`src/rtl/bus_spi_frame_scheduler.sv`:
```
// Frame scheduler for the shared 32-bit BUS SPI word serializer (spi_clk domain).
// Snapshots enabled RX channels on each IQ sample edge and streams header/IQ/status words.
module bus_spi_frame_scheduler #(
    parameter int TIMEOUT = 64
) (
    input  logic               spi_clk,
    input  logic               reset,
    input  logic               iq_clk,
    input  logic               rx1_en,
    input  logic               rx2_en,
    input  logic signed [31:0] RX1_I,
    input  logic signed [31:0] RX1_Q,
    input  logic signed [31:0] RX2_I,
    input  logic signed [31:0] RX2_Q,
    input  logic               status_req,
    input  logic [31:0]        status_word,
    input  logic               BUS_SPI_busy,
    input  logic               overrun_clear,
    output logic [31:0]        BUS_SPI_data_out,
    output logic               BUS_SPI_enable,
    output logic               IQ_RX_READ_REQ,
    output logic               frame_active,
    output logic               overrun,
    output logic               spi_err,
    output logic [15:0]        seq
);

    localparam int DATA_W = 32;

    // Word slots in transmit order; SLOT_END marks "no further word".
    localparam logic [2:0] SLOT_HDR  = 3'd0;
    localparam logic [2:0] SLOT_I1   = 3'd1;
    localparam logic [2:0] SLOT_Q1   = 3'd2;
    localparam logic [2:0] SLOT_I2   = 3'd3;
    localparam logic [2:0] SLOT_Q2   = 3'd4;
    localparam logic [2:0] SLOT_STAT = 3'd5;
    localparam logic [2:0] SLOT_END  = 3'd6;

    typedef enum logic [2:0] {
        S_IDLE      = 3'd0,
        S_LOAD      = 3'd1,
        S_WAIT_BUSY = 3'd2,
        S_WAIT_DONE = 3'd3,
        S_GAP       = 3'd4
    } state_t;

    state_t state, state_nxt;

    logic              iq_d;
    logic              pending;
    logic              iq_edge;
    logic              inc_status;
    logic              frame_start;
    logic [5:0]        slot_mask;
    logic [2:0]        slot;
    logic [2:0]        slot_nxt;
    logic [7:0]        timer;
    logic              last_word;
    logic              word_done;
    logic              timeout_hit;
    logic [DATA_W-1:0] cur_word;

    logic signed [DATA_W-1:0] snap_rx1_i;
    logic signed [DATA_W-1:0] snap_rx1_q;
    logic signed [DATA_W-1:0] snap_rx2_i;
    logic signed [DATA_W-1:0] snap_rx2_q;
    logic        [DATA_W-1:0] snap_status;

    // Lowest enabled slot after cur, or SLOT_END when the frame is exhausted.
    function automatic logic [2:0] next_slot(input logic [2:0] cur, input logic [5:0] mask);
        logic [2:0] nxt;
        nxt = SLOT_END;
        for (int i = 5; i >= 0; i--) begin
            if ((3'(i) > cur) && mask[i]) nxt = 3'(i);
        end
        return nxt;
    endfunction

    assign iq_edge     = iq_clk & ~iq_d;
    assign inc_status  = pending | status_req;
    assign frame_start = iq_edge && (state == S_IDLE) && (rx1_en || rx2_en || pending);
    assign slot_nxt    = next_slot(slot, slot_mask);
    assign last_word   = (slot_nxt == SLOT_END);
    assign word_done   = (state == S_WAIT_DONE) && !BUS_SPI_busy;
    assign timeout_hit = (state == S_WAIT_BUSY) && !BUS_SPI_busy && (timer == 8'(TIMEOUT - 1));

    always_comb begin
        cur_word = '0;
        case (slot)
            SLOT_HDR:  cur_word = {8'hA5, 5'b0, slot_mask[5], slot_mask[3], slot_mask[1], seq};
            SLOT_I1:   cur_word = snap_rx1_i;
            SLOT_Q1:   cur_word = snap_rx1_q;
            SLOT_I2:   cur_word = snap_rx2_i;
            SLOT_Q2:   cur_word = snap_rx2_q;
            SLOT_STAT: cur_word = snap_status;
            default:   cur_word = '0;
        endcase
    end

    always_ff @(posedge spi_clk) begin
        if (reset) state <= S_IDLE;
        else       state <= state_nxt;
    end

    always_comb begin
        state_nxt = state;
        case (state)
            S_IDLE:      if (frame_start) state_nxt = S_LOAD;
            S_LOAD:      state_nxt = S_WAIT_BUSY;
            S_WAIT_BUSY: begin
                if (BUS_SPI_busy)     state_nxt = S_WAIT_DONE;
                else if (timeout_hit) state_nxt = S_IDLE;
            end
            S_WAIT_DONE: if (!BUS_SPI_busy) state_nxt = last_word ? S_IDLE : S_GAP;
            S_GAP:       state_nxt = S_LOAD;
            default:     state_nxt = S_IDLE;
        endcase
    end

    always_comb begin
        BUS_SPI_enable = (state == S_WAIT_BUSY) || (state == S_WAIT_DONE);
        IQ_RX_READ_REQ = (state == S_LOAD) && (slot == SLOT_HDR);
        frame_active   = (state != S_IDLE);
    end

    always_ff @(posedge spi_clk) begin
        if (reset) begin
            iq_d             <= 1'b1;
            pending          <= 1'b0;
            slot             <= SLOT_HDR;
            slot_mask        <= '0;
            timer            <= '0;
            seq              <= '0;
            overrun          <= 1'b0;
            spi_err          <= 1'b0;
            BUS_SPI_data_out <= '0;
        end else begin
            iq_d <= iq_clk;

            if (frame_start)     pending <= 1'b0;
            else if (status_req) pending <= 1'b1;

            if (frame_start) begin
                slot      <= SLOT_HDR;
                slot_mask <= {inc_status, rx2_en, rx2_en, rx1_en, rx1_en, 1'b1};
            end else if (word_done && !last_word) begin
                slot <= slot_nxt;
            end

            // The timer restarts as the word is launched, so it measures WAIT_BUSY residency.
            if (state == S_LOAD) begin
                BUS_SPI_data_out <= cur_word;
                timer            <= '0;
            end else if (state == S_WAIT_BUSY) begin
                timer <= timer + 8'd1;
            end

            if (word_done && last_word) seq <= seq + 16'd1;

            if (overrun_clear)                       overrun <= 1'b0;
            else if (iq_edge && (state != S_IDLE))   overrun <= 1'b1;

            if (overrun_clear)    spi_err <= 1'b0;
            else if (timeout_hit) spi_err <= 1'b1;
        end
    end

    always_ff @(posedge spi_clk) begin
        if (frame_start) begin
            snap_rx1_i  <= RX1_I;
            snap_rx1_q  <= RX1_Q;
            snap_rx2_i  <= RX2_I;
            snap_rx2_q  <= RX2_Q;
            snap_status <= status_word;
        end
    end

endmodule

```
`config.mk`:
```
export PLATFORM = sky130hd
export DESIGN_NAME = bus_spi_frame_scheduler
export DESIGN_NICKNAME = d
export VERILOG_FILES = /design/src/rtl/bus_spi_frame_scheduler.sv
export SDC_FILE = /design/constraint.sdc
export NUM_CORES = 1
export LEC_CHECK = 0
export ABC_AREA = 1
export BUFFER_PORTS_ARGS = -buffer_cell sky130_fd_sc_hd__buf_4
export CORE_ASPECT_RATIO = 0.6
export CORE_UTILIZATION = 57
export CTS_CLUSTER_SIZE = 10
export DETAILED_ROUTE_END_ITERATION = 8
export GPL_ROUTABILITY_DRIVEN = 1
export PLACE_DENSITY_LB_ADDON = 0.12
export SYNTH_ARGS = -nofsm -noshare
export SYNTH_HDL_FRONTEND = slang
export SYNTH_SLANG_ARGS = --single-unit
```
`constraint.sdc`:
```
create_clock -name spi_clk -period 19.9 [get_ports spi_clk]
set_clock_uncertainty 0.1 [all_clocks]
set_input_delay 3.98 -clock spi_clk [delete_from_list [all_inputs] [get_ports spi_clk]]
set_output_delay 3.98 -clock spi_clk [all_outputs]
set_load 0.1 [all_outputs]
```
# Word-level counts from Yosys, hierarchy flattened
# Index checks and enable logic that the tools add are counted.
[word_totals]
regBits = 232
word_cells = 80
[classes]
add_sub_neg = 2
magnitude_cmp = 6
eq_ne = 14
muxes = 13
n_bitwise = 3
n_reduce_logical = 27
[op_table]
columns = ["op", "n"]
rows = [
  ["$pmux 32 s6", 1],
  ["$mux 3", 10],
  ["$add 16x1->16 const B", 1],
  ["$logic_and 1x1->1", 15],
  ["$pmux 3 s5", 1],
  ["$eq 3x2->1 const B", 4],
  ["$eq 3x3->1 const B", 4],
  ["$add 8x1->8 const B", 1],
  ["$eq 8x6->1 const B", 1],
  ["$eq 3x1->1 const B", 2],
  ["$gt 1x3->1 const A", 2],
  ["$gt 2x3->1 const A", 2],
  ["$gt 3x3->1 const A", 2],
  ["$logic_not 3->1", 2],
  ["$reduce_or 2->1", 3],
  ["$ne 2x2->1 const B", 2],
  ["$logic_or 1x1->1", 3],
  ["$ne 3x3->1 const B", 1],
  ["$reduce_and 3->1", 1],
  ["$reduce_bool 3->1", 1],
  ["$logic_not 1->1", 2],
  ["$mux 2", 1],
  ["$and 1x1->1", 1],
  ["$not 1->1", 1],
  ["$or 1x1->1", 1],
]

# Longest topological paths before layout
# Gate-level depths: netlist of run 1.
[depth]
ltp_word = 12
depth_mapped = 11

# Least setup slack after synthesis of run 1
# Ideal clock, no wire load.
[synth_timing]
path_kind = "in2reg"
startpoint = "input port iq_clk"
endpoint = "register slot[2]"
setup_time_ns = 0.131
t_arrival_ns = 8.932
required_time_ns = 19.669
slack_ns = 10.737
cell_stages = 7
path_buffers = 0
path_cell_list = "inv_1 nor2_1 nand2_1 nor2_2 nor2_1 o21ai_0 a21oi_1"
[synth_via]
elab_chain_len = 4
[synth_lines]
columns = ["element", "line", "text"]
rows = [
  ["start, declared", "8", "input logic iq_clk,"],
  ["$and 1x1->1", "79", "assign iq_edge = iq_clk & ~iq_d;"],
  ["$logic_and 1x1->1 (2 in series)", "81", "assign frame_start = iq_edge && (state == S_IDLE) && (rx1_en || rx2_en || pending);"],
  ["net frame_start", "53", "logic frame_start;"],
  ["$reduce_or 2->1 (no line)", "n/a", ""],
  ["end signal, assigned", "147", "slot <= slot_nxt;"],
  ["end, declared", "55", "logic [2:0] slot;"],
]
# The timed path passes the listed nets, and every way through them passes these cells.
# A chain may end at the register's enable or synchronous reset.

# Worst setup path after layout of run 1
[layout_timing]
startpoint = "input port iq_clk"
endpoint = "register snap_rx1_i[23] (enable)"
[layout_via]
elab_chain_len = 3
[layout_lines]
columns = ["element", "line", "text"]
rows = [
  ["$and 1x1->1", "79", ""],
  ["$logic_and 1x1->1 (2 in series)", "81", ""],
  ["net frame_start", "53", ""],
  ["end signal, assigned", "170", "snap_rx1_i <= RX1_I;"],
  ["end, declared", "63", "logic signed [DATA_W-1:0] snap_rx1_i;"],
]
# The timed path passes the listed nets, and every way through them passes these cells.

==> results by group, run 1 <==
Detailed routing
  – Post-DRT Antenna Nets: 0
  – Initial DRC Count: 890
  – WL per Instance: 17.1 um
  – Drt pass-1 iters: 5
  – Via density: 5.33
  – Drt total wl: 22900 um
  – DRC: 0
  – Vias: 7127

Clocking
  – Skew-Pair Late Insertion Delay: 520 ps
  – Worst-path clk slew: 50 ps
  – H-tree depth: 1
  – CTS sink cnt: 229
  – CTS tree: built
  – Post-cts gate resize count: 0
  – CTS Buf Count: 26
  – Cts-stage hold buffer count: 0
  – Total setup buffers inserted after CTS: 0
  – Root Driver: clkbuf_16
  – CTS Buffer Depth: 3

Yosys
  – Synth Instances: 890
  – Sequential area share after synthesis: 0.679
  – Syn. warnings: 0
  – FFs w/ async S/R, synth: 0
  – Post-synth EDFFs: 160
  – Syn avg cell area: 10.2 um^2
  – FF+latch count, synth: 229
  – Distinct cells, synth: 30
  – Synth Flop Type: edfxtp_1
  – Mapped Area: 0.00911 mm^2
  – Syn_nets: 1060

Timing
  – Final setup fails: 0
  – Worst Tran Pin Value: 1070 ps
  – Final hold vios: 0
  – Setup TNS: 0 ps
  – Worst setup margin: 13680 ps
  – Slew margin rel.: 0.286
  – RSZ-0062 raised after global routing: false
  – Fin. max-slew vios: 0
  – Worst hold margin: 352 ps
  – Fmax: 161 MHz
  – Fin crit share: 0.312
  – Post-layout min period: 6220 ps

GRT
  – Vias in the first global route: 6536
  – Largest net degree at the start of global routing: 86
  – Gr usage total: 0.278
  – Initial antenna violation count: 0
  – First-pass GRT wire length: 34300 um
  – Aggregate global routing overflow: 0

Setup path
  – CP top delay family: buffers and inverters
  – CP Capture Type: flop
  – Cell mode on critical path: buf_4
  – Setup CP Type: in2reg
  – Worst-path maximum fanout: 85
  – Worst Path Arrival: 6260 ps
  – CP Buf/Inv Count: 4
  – Max incr delay on CP: 940 ps
  – Crit-path slowest cell: buf_4
  – Element type at the critical path start: input port
  – Crit-path cells: buf_4, inv_1, nor2_1, nand2_1, nor2_4, buf_4, buf_4
  – Data required time of the worst path: 19940 ps

Run status
  – Status: finished clean

Floorplan
  – Core Box Area: 0.0155 mm^2
  – Die X: 165 um
  – DIE AREA: 0.0165 mm^2
  – Starting Density: 0.589
  – Die height: 99.9 um
  – FP Rows: 35
  – IO Pins: 221

Placed design
  – Final GP Congestion: 0.896
  – IO Port Bufs: 220
  – Post-placement setup slack: 13150 ps
  – Detailed placement HPWL: 15300 um

Layout
  – Sequential cell area: 0.00619 mm^2
  – Post-layout nets: 1287
  – Filler Cells Inserted: 1070
  – Synth-to-Final Area Change: 28.1%
  – Area of the multi-input gates: 0.00259 mm^2
  – Fin util: 0.755
  – Layout cells sized above 1: 0.237
  – Diode count: 0

Worst hold path
  – Hold WC Path Type: reg2reg

Pwr
  – Worst ir drop on vdd: 0.0777 mV
  – Leak pwr: 4.77 nW
  – Pwr Density: 92.1 mW/mm^2

Job
  – Max Cap Viol: 0
[flip-flops by register name (all words and copies together), names as in the netlist]
signal / cells
BUS_SPI_data_out: 32
snap_rx1_i: 32
snap_rx1_q: 32
snap_rx2_i: 32
snap_rx2_q: 32
snap_status: 32
seq: 16
timer: 8
slot: 3
slot_mask: 3
state: 3
iq_d: 1
overrun: 1
pending: 1
spi_err: 1
[cell type report]
type	count	area share
Sequential cell	229	0.530
Timing Repair Buffer	226	0.145
Tap cell	203	0.0218
Clock buffer	44	0.0615
Inverter	56	0.0180
Multi-Input combinational cell	578	0.222
Clock inverter	1	0.00139
[synthesized netlist by cell type (2+ instances only)]
library cell	instances	area, um^2
nand2_1	337	1260
edfxtp_1	160	4800
dfxtp_1	69	1380
nor2_1	55	206
inv_1	52	195
nand3_1	46	230
o21ai_0	46	230
a21oi_1	33	165
nand4_1	13	81.3
a22oi_1	11	82.6
buf_2	11	55.1
clkbuf_1	11	41.3
nand3b_1	11	82.6
nor3_1	7	35.0
buf_6	4	45.0
inv_2	3	11.3
xor2_1	3	26.3
ha_1	2	25.0
nand2_2	2	12.5
nor2_2	2	12.5
nor3_4	2	32.5
o21ai_1	2	10.0
[report_power, final]
part	leakage [nW]	switching, mW	internal [mW]
Combinational	2.41	0.0788	0.0361
Clock	0.349	0.176	0.243
Sequential	2.01	0.00724	0.534
Total	4.77	0.262	0.813
[cells in the final DEF, fill, tap and decap left out, types with 7 or more instances in the layout]
cell type	count
clkbuf_1	18
dfxtp_1	69
a21oi_1	33
nand2_1	337
nor3_1	7
inv_1	52
nand4_1	13
nor2_1	53
nand3b_1	11
o21ai_0	46
nand3_1	46
a22oi_1	11
edfxtp_1	160
buf_4	226
clkbuf_16	26
[layer usage]
layer,track usage,wire (um),up-vias,share of wire
met5,0,0,-,0
li1,-,-,3440,-
met2,0.422,10100,354,0.44
met3,0.0616,2410,28,0.11
met4,0.0628,356,0,0.016
met1,0.411,10000,3305,0.44
[through the flow]
stage,std cells,power (mW),cell area [um^2]
after floorplan,890,0.619,9110
after global placement,1292,0.663,10900
after detailed placement,1292,0.665,10900
after CTS,1337,1.08,11700
after global routing,1337,1.10,11700
final,1337,1.07,11700
[worst register-to-register path, cell delays in order (launching register included)]
cell     delay (ps)
dfxtp_1         330
nor2_1          140
nand2_1         170
nor2_4          130
buf_4           750
buf_4          1040
[final timing paths]
| path | startpoint | to | slack, ps | depth (start not counted) |
|---|---|---|---|---|
| worst max register to register | state[1] | snap_rx1_i[23] | 16830 | 5 |
| worst min register to register | BUS_SPI_data_out[2] | BUS_SPI_data_out[2] | 350 | 2 |
| worst max-delay path | iq_clk | snap_rx1_i[23] | 13680 | 7 |
| worst min-delay path | BUS_SPI_data_out[2] | BUS_SPI_data_out[2] | 350 | 2 |
[cell families after synthesis]
| logic type | after synthesis | share of synthesized area |
|---|---|---|
| AO/OA/AOI/OAI | 92 | 0.0536 |
| XOR/XNOR | 3 | 0.00289 |
| adder cells (fa/ha/maj) | 2 | 0.00275 |
| buffers and inverters | 83 | 0.0394 |
| flip-flops | 229 | 0.679 |
| AND/OR/NAND/NOR | 481 | 0.222 |
No activity file was read; power rests on OpenSTA's default activity.
==> run 2, diff against run 1 <==
--- a/config.mk
+++ b/config.mk
@@ -8,7 +8,7 @@
 export ABC_AREA = 1
 export BUFFER_PORTS_ARGS = -buffer_cell sky130_fd_sc_hd__buf_4
 export CORE_ASPECT_RATIO = 0.6
-export CORE_UTILIZATION = 57
+export CORE_UTILIZATION = 53
 export CTS_CLUSTER_SIZE = 10
 export DETAILED_ROUTE_END_ITERATION = 8
 export GPL_ROUTABILITY_DRIVEN = 1
==> constraint.sdc (replaced) <==
create_clock -name spi_clk -period 6.48 [get_ports spi_clk]
set_clock_uncertainty 0.1 [all_clocks]
set_input_delay 1.296 -clock spi_clk [delete_from_list [all_inputs] [get_ports spi_clk]]
set_output_delay 1.296 -clock spi_clk [all_outputs]
set_load 0.1 [all_outputs]
==> run 2 against run 1 <==
Largest power group unchanged. Worst setup slack got worse by 11000 ps. First-iteration DRC count decreased by 24%. Global-route usage decreased by 0.94 points. Highest routed layer unchanged. Cell area increased by 0.31%. Register-to-register slack got worse by 13000 ps. Sequential share of layout area decreased by 0.16 points. Power increased to 3.1 times the previous value. Critical path type is now reg2out. Wire length increased by 1.3%. Sequential power increased to 3.1 times the previous value.
==> results by group, run 2 (same netlist as run 1, synthesis figures left out) <==
Timing
  – Fmax: 283 MHz
  – Post-layout min period: 3540 ps
  – Worst Tran Pin Value: 1140 ps
  – Worst hold margin: 350 ps
  – Fin. max-slew vios: 0
  – Setup TNS: 0 ps
  – Final setup fails: 0
  – Fin crit share: 0.546
  – RSZ-0062 raised after global routing: false
  – Final hold vios: 0
  – Slew margin rel.: 0.240

Layout
  – Post-layout nets: 1285
  – Most frequent cells in the layout: 337 x nand2_1, 223 x buf_4, 160 x edfxtp_1
  – Design area: 0.0117 mm^2
  – Fin util: 0.708
  – Filler Cells Inserted: 1219
  – Non-Filler Instances: 1362
  – Layout cells sized above 1: 0.235
  – Synth-to-Final Area Change: 28.5%
  – Most common cell after layout, fill and taps aside: nand2_1
  – Diode count: 0

Clocking
  – CTS tree: built
  – H-tree depth: 1
  – Root Driver: clkbuf_16
  – Cts-stage hold buffer count: 0
  – CTS Buffer Depth: 3
  – Worst-path clk slew: 60 ps
  – Skew-Pair Late Insertion Delay: 520 ps
  – CTS Buf Count: 26
  – Total setup buffers inserted after CTS: 0
  – Post-cts gate resize count: 0
  – CTS sink cnt: 229

Floorplan
  – FP Rows: 36
  – Starting Density: 0.551
  – DIE AREA: 0.0177 mm^2
  – Die height: 104 um
  – Die X: 171 um
  – IO Pins: 221
  – Core Box Area: 0.0165 mm^2

Placed design
  – Detailed placement HPWL: 16000 um
  – Area after DPL: 0.0110 mm^2
  – IO Port Bufs: 220
  – Final GP Congestion: 0.908
  – Placed insts: 1315

GRT
  – Met3 usage: 0.0669
  – Gr usage total: 0.268
  – Top Usage Layer GRT: met1
  – Met2 Usage GRT: 0.384
  – Aggregate global routing overflow: 0
  – Met1 Track Usage GR: 0.410
  – First-pass GRT wire length: 35700 um
  – Initial antenna violation count: 0
  – Largest net degree at the start of global routing: 164
  – Vias in the first global route: 6585

Pwr
  – Worst ir drop on vdd: 0.213 mV
  – Leak pwr: 4.76 nW
  – Pwr Density: 283 mW/mm^2

Setup path
  – Data required time of the worst path: 5080 ps
  – CP Capture Type: primary output
  – Element type at the critical path start: flop
  – Worst Path Arrival: 2140 ps
  – Setup CP Type: reg2out
  – Worst-path maximum fanout: 17

Detailed routing
  – Drt pass-1 iters: 5
  – WL per Instance: 17.0 um
  – Initial DRC Count: 672
  – Post-DRT Antenna Nets: 0
  – DRC: 0
  – Vias: 6956
  – Via density: 5.11
  – Drt total wl: 23200 um

Worst hold path
  – Hold WC Path Type: reg2reg

Run status
  – Status: finished clean

Job
  – Max Cap Viol: 0
-- run 2: cell count changes in the layout (fill, tap and decap cells not counted) --
cell      delta
clkbuf_1     +2
buf_4        -3
buf_12       +1
-- run 2: worst paths after layout --
check             slack (ps)  cells after the start                  from              endpoint
setup reg to reg        4080                      9               slot[1]  BUS_SPI_data_out[18]
hold / removal           350                      2  BUS_SPI_data_out[19]  BUS_SPI_data_out[19]
hold reg to reg          350                      2  BUS_SPI_data_out[19]  BUS_SPI_data_out[19]
setup / recovery        2940                      4               slot[2]        IQ_RX_READ_REQ
-- run 2: area by class of cell --
type | count | area, um^2 | area share
multi-input cells | 578 | 2590 | 0.221
flip-flops and latches | 229 | 6190 | 0.528
clock buffers | 46 | 726 | 0.0620
clock inverters | 1 | 16.3 | 0.00139
repair buffers | 224 | 1690 | 0.145
inverters | 56 | 210 | 0.0180
well taps | 228 | 285 | 0.0244
-- run 2: through the flow --
step | setup slack (ps) | power (mW)
after floorplan | 1.29 | 1.90
after global routing | 2810 | 3.41
after global placement | 3330 | 2.04
after CTS | 2940 | 3.32
final | 2940 | 3.31
after detailed placement | 3280 | 2.04
-- run 2: power by group --
part	internal, mW	leakage (nW)	switching, mW
clock	0.752	0.351	0.546
sequential	1.64	2.01	0.0226
combinational	0.110	2.40	0.240
-- run 2: per-layer routing --
metal | vias to the layer above | wire length (um)
met4 | 0 | 423
met2 | 292 | 9670
met3 | 33 | 1890
met1 | 3184 | 11200
met5 | - | 0
li1 | 3447 | -
-- run 2: critical path, stage by stage, from the launching register on --
cell and delay, ps:
dfxtp_1 450, nor2_8 220, nand2_1 360, nor2_1 260, buf_4 320
==> run 3, diff against run 2 <==
==> constraint.sdc (replaced) <==
create_clock -name spi_clk -period 3.6 [get_ports spi_clk]
set_clock_uncertainty 0.1 [all_clocks]
set_input_delay 0.72 -clock spi_clk [delete_from_list [all_inputs] [get_ports spi_clk]]
set_output_delay 0.72 -clock spi_clk [all_outputs]
set_load 0.1 [all_outputs]
==> run 3 against run 2 <==
Clock-buffer cell count decreased by 3. Die area unchanged. Wire length is 1.9% lower. Worst hold slack worse by 75 ps. Critical path depth stayed put. Clock power rose by 77%. Critical path type unchanged. Critical endpoint unchanged. Largest power group unchanged.
==> results by group, run 3 (same netlist as run 1, synthesis figures left out) <==
Clocking
  – CTS Buf Count: 26
  – H-tree depth: 1
  – CTS tree: built
  – Root Driver: clkbuf_16
  – Total setup buffers inserted after CTS: 0
  – Worst-path clk slew: 60 ps
  – Cts-stage hold buffer count: 0
  – CTS Buffer Depth: 3
  – Post-cts gate resize count: 0
  – CTS sink cnt: 229
  – Skew-Pair Late Insertion Delay: 520 ps

Pwr
  – Seq pwr share: 0.504
  – Internal: 4.50 mW
  – Overall power: 5.93 mW
  – Worst ir drop on vdd: 0.348 mV
  – Sw Ratio: 0.242
  – Clock power share: 0.388
  – Leak pwr: 4.80 nW
  – Combinational share of power: 0.109
  – Net Sw Power: 1.43 mW
  – Pwr Density: 503 mW/mm^2

Placed design
  – Detailed placement HPWL: 16000 um
  – Area after DPL: 0.0111 mm^2
  – Final GP Congestion: 0.892
  – IO Port Bufs: 220
  – Placed insts: 1321

Timing
  – Fin. max-slew vios: 0
  – RSZ-0062 raised after global routing: false
  – Final setup fails: 0
  – Slew margin rel.: 0.367
  – Worst hold margin: 275 ps
  – Final hold vios: 0
  – Fin crit share: 0.827
  – Worst Tran Pin Value: 947 ps
  – Post-layout min period: 2980 ps
  – Fmax: 336 MHz

Layout
  – Layout cells sized above 1: 0.244
  – Filler Cells Inserted: 1184
  – Post-layout nets: 1291
  – Most frequent cells in the layout: 335 x nand2_1, 228 x buf_4, 160 x edfxtp_1
  – Design area: 0.0118 mm^2
  – Most common cell after layout, fill and taps aside: nand2_1
  – Non-Filler Instances: 1365
  – Synth-to-Final Area Change: 29.4%
  – Diode count: 0

GRT
  – Aggregate global routing overflow: 0
  – Initial antenna violation count: 0
  – Largest net degree at the start of global routing: 77
  – Gr usage total: 0.262
  – First-pass GRT wire length: 35300 um
  – Vias in the first global route: 6601

Detailed routing
  – Vias: 6929
  – Initial DRC Count: 577
  – Drt pass-1 iters: 5
  – DRC: 0
  – Post-DRT Antenna Nets: 0
  – WL per Instance: 16.7 um
  – Via density: 5.08
  – Drt total wl: 22700 um

Setup path
  – Element type at the critical path start: flop
  – Worst-path maximum fanout: 17
  – R2r startpoint: slot[1]
  – CP Capture Type: primary output
  – Data required time of the worst path: 2780 ps
  – Setup CP Type: reg2out
  – Crit path launch: slot[2]
  – Worst Path Arrival: 2160 ps
  – R2R setup slack: 1300 ps

Floorplan
  – Starting Density: 0.551
  – Die height: 104 um
  – DIE AREA: 0.0177 mm^2
  – Die X: 171 um
  – FP Rows: 36
  – IO Pins: 221
  – Core Box Area: 0.0165 mm^2

Run status
  – Status: finished clean

Job
  – Max Cap Viol: 0

Worst hold path
  – Hold WC Path Type: in2reg
  – Min-delay src: RX1_I[28]
## run 3: cell type report
cell class | instances | area [um^2] | area share
Sequential cell | 229 | 6190 | 0.525
Clock buffer | 43 | 714 | 0.0606
Multi-Input combinational cell | 578 | 2610 | 0.221
Clock inverter | 1 | 16.3 | 0.00138
Timing Repair Buffer | 230 | 1750 | 0.149
Tap cell | 228 | 285 | 0.0242
Inverter | 56 | 223 | 0.0189
## run 3: worst paths after layout
kind | to | depth (start not counted)
min | snap_rx1_i[28] | 1
min reg2reg | BUS_SPI_data_out[4] | 2
max reg2reg | BUS_SPI_data_out[18] | 9
max | IQ_RX_READ_REQ | 4
## run 3: worst max-delay path: stages (launching register included)
cell	delay (ps)
dfxtp_1	450
nor2_8	220
nand2_1	390
nor2_1	260
buf_4	320
## run 3: per-stage QoR
step | util | TNS (ps) | setup slack (ps)
2_1_floorplan | - | -47750 | -433
3_3_place_gp | 0.669 | 0 | 1190
3_5_place_dp | 0.669 | 0 | 1120
4_1_cts | 0.713 | 0 | 662
5_1_grt | 0.713 | 0 | 540
6_report | 0.713 | 0 | 623
## run 3: per-layer routing
layer	vias to the layer above	part of all wire	routed length (um)	GRT usage
met1	3186	0.47	10700	0.399
li1	3454	-	-	-
met4	0	0.013	298	0.0491
met3	24	0.082	1870	0.0596
met2	265	0.43	9850	0.388
met5	-	0	0	0
## run 3: power by group through the flow
stage / logic, mW / registers, mW / clock network, mW
2_1_floorplan: 0.282 / 3.14 / 0
3_3_place_gp: 0.642 / 3.04 / 0
3_5_place_dp: 0.646 / 3.04 / 0
4_1_cts: 0.646 / 2.99 / 2.33
5_1_grt: 0.692 / 3.00 / 2.44
6_report: 0.644 / 2.99 / 2.30
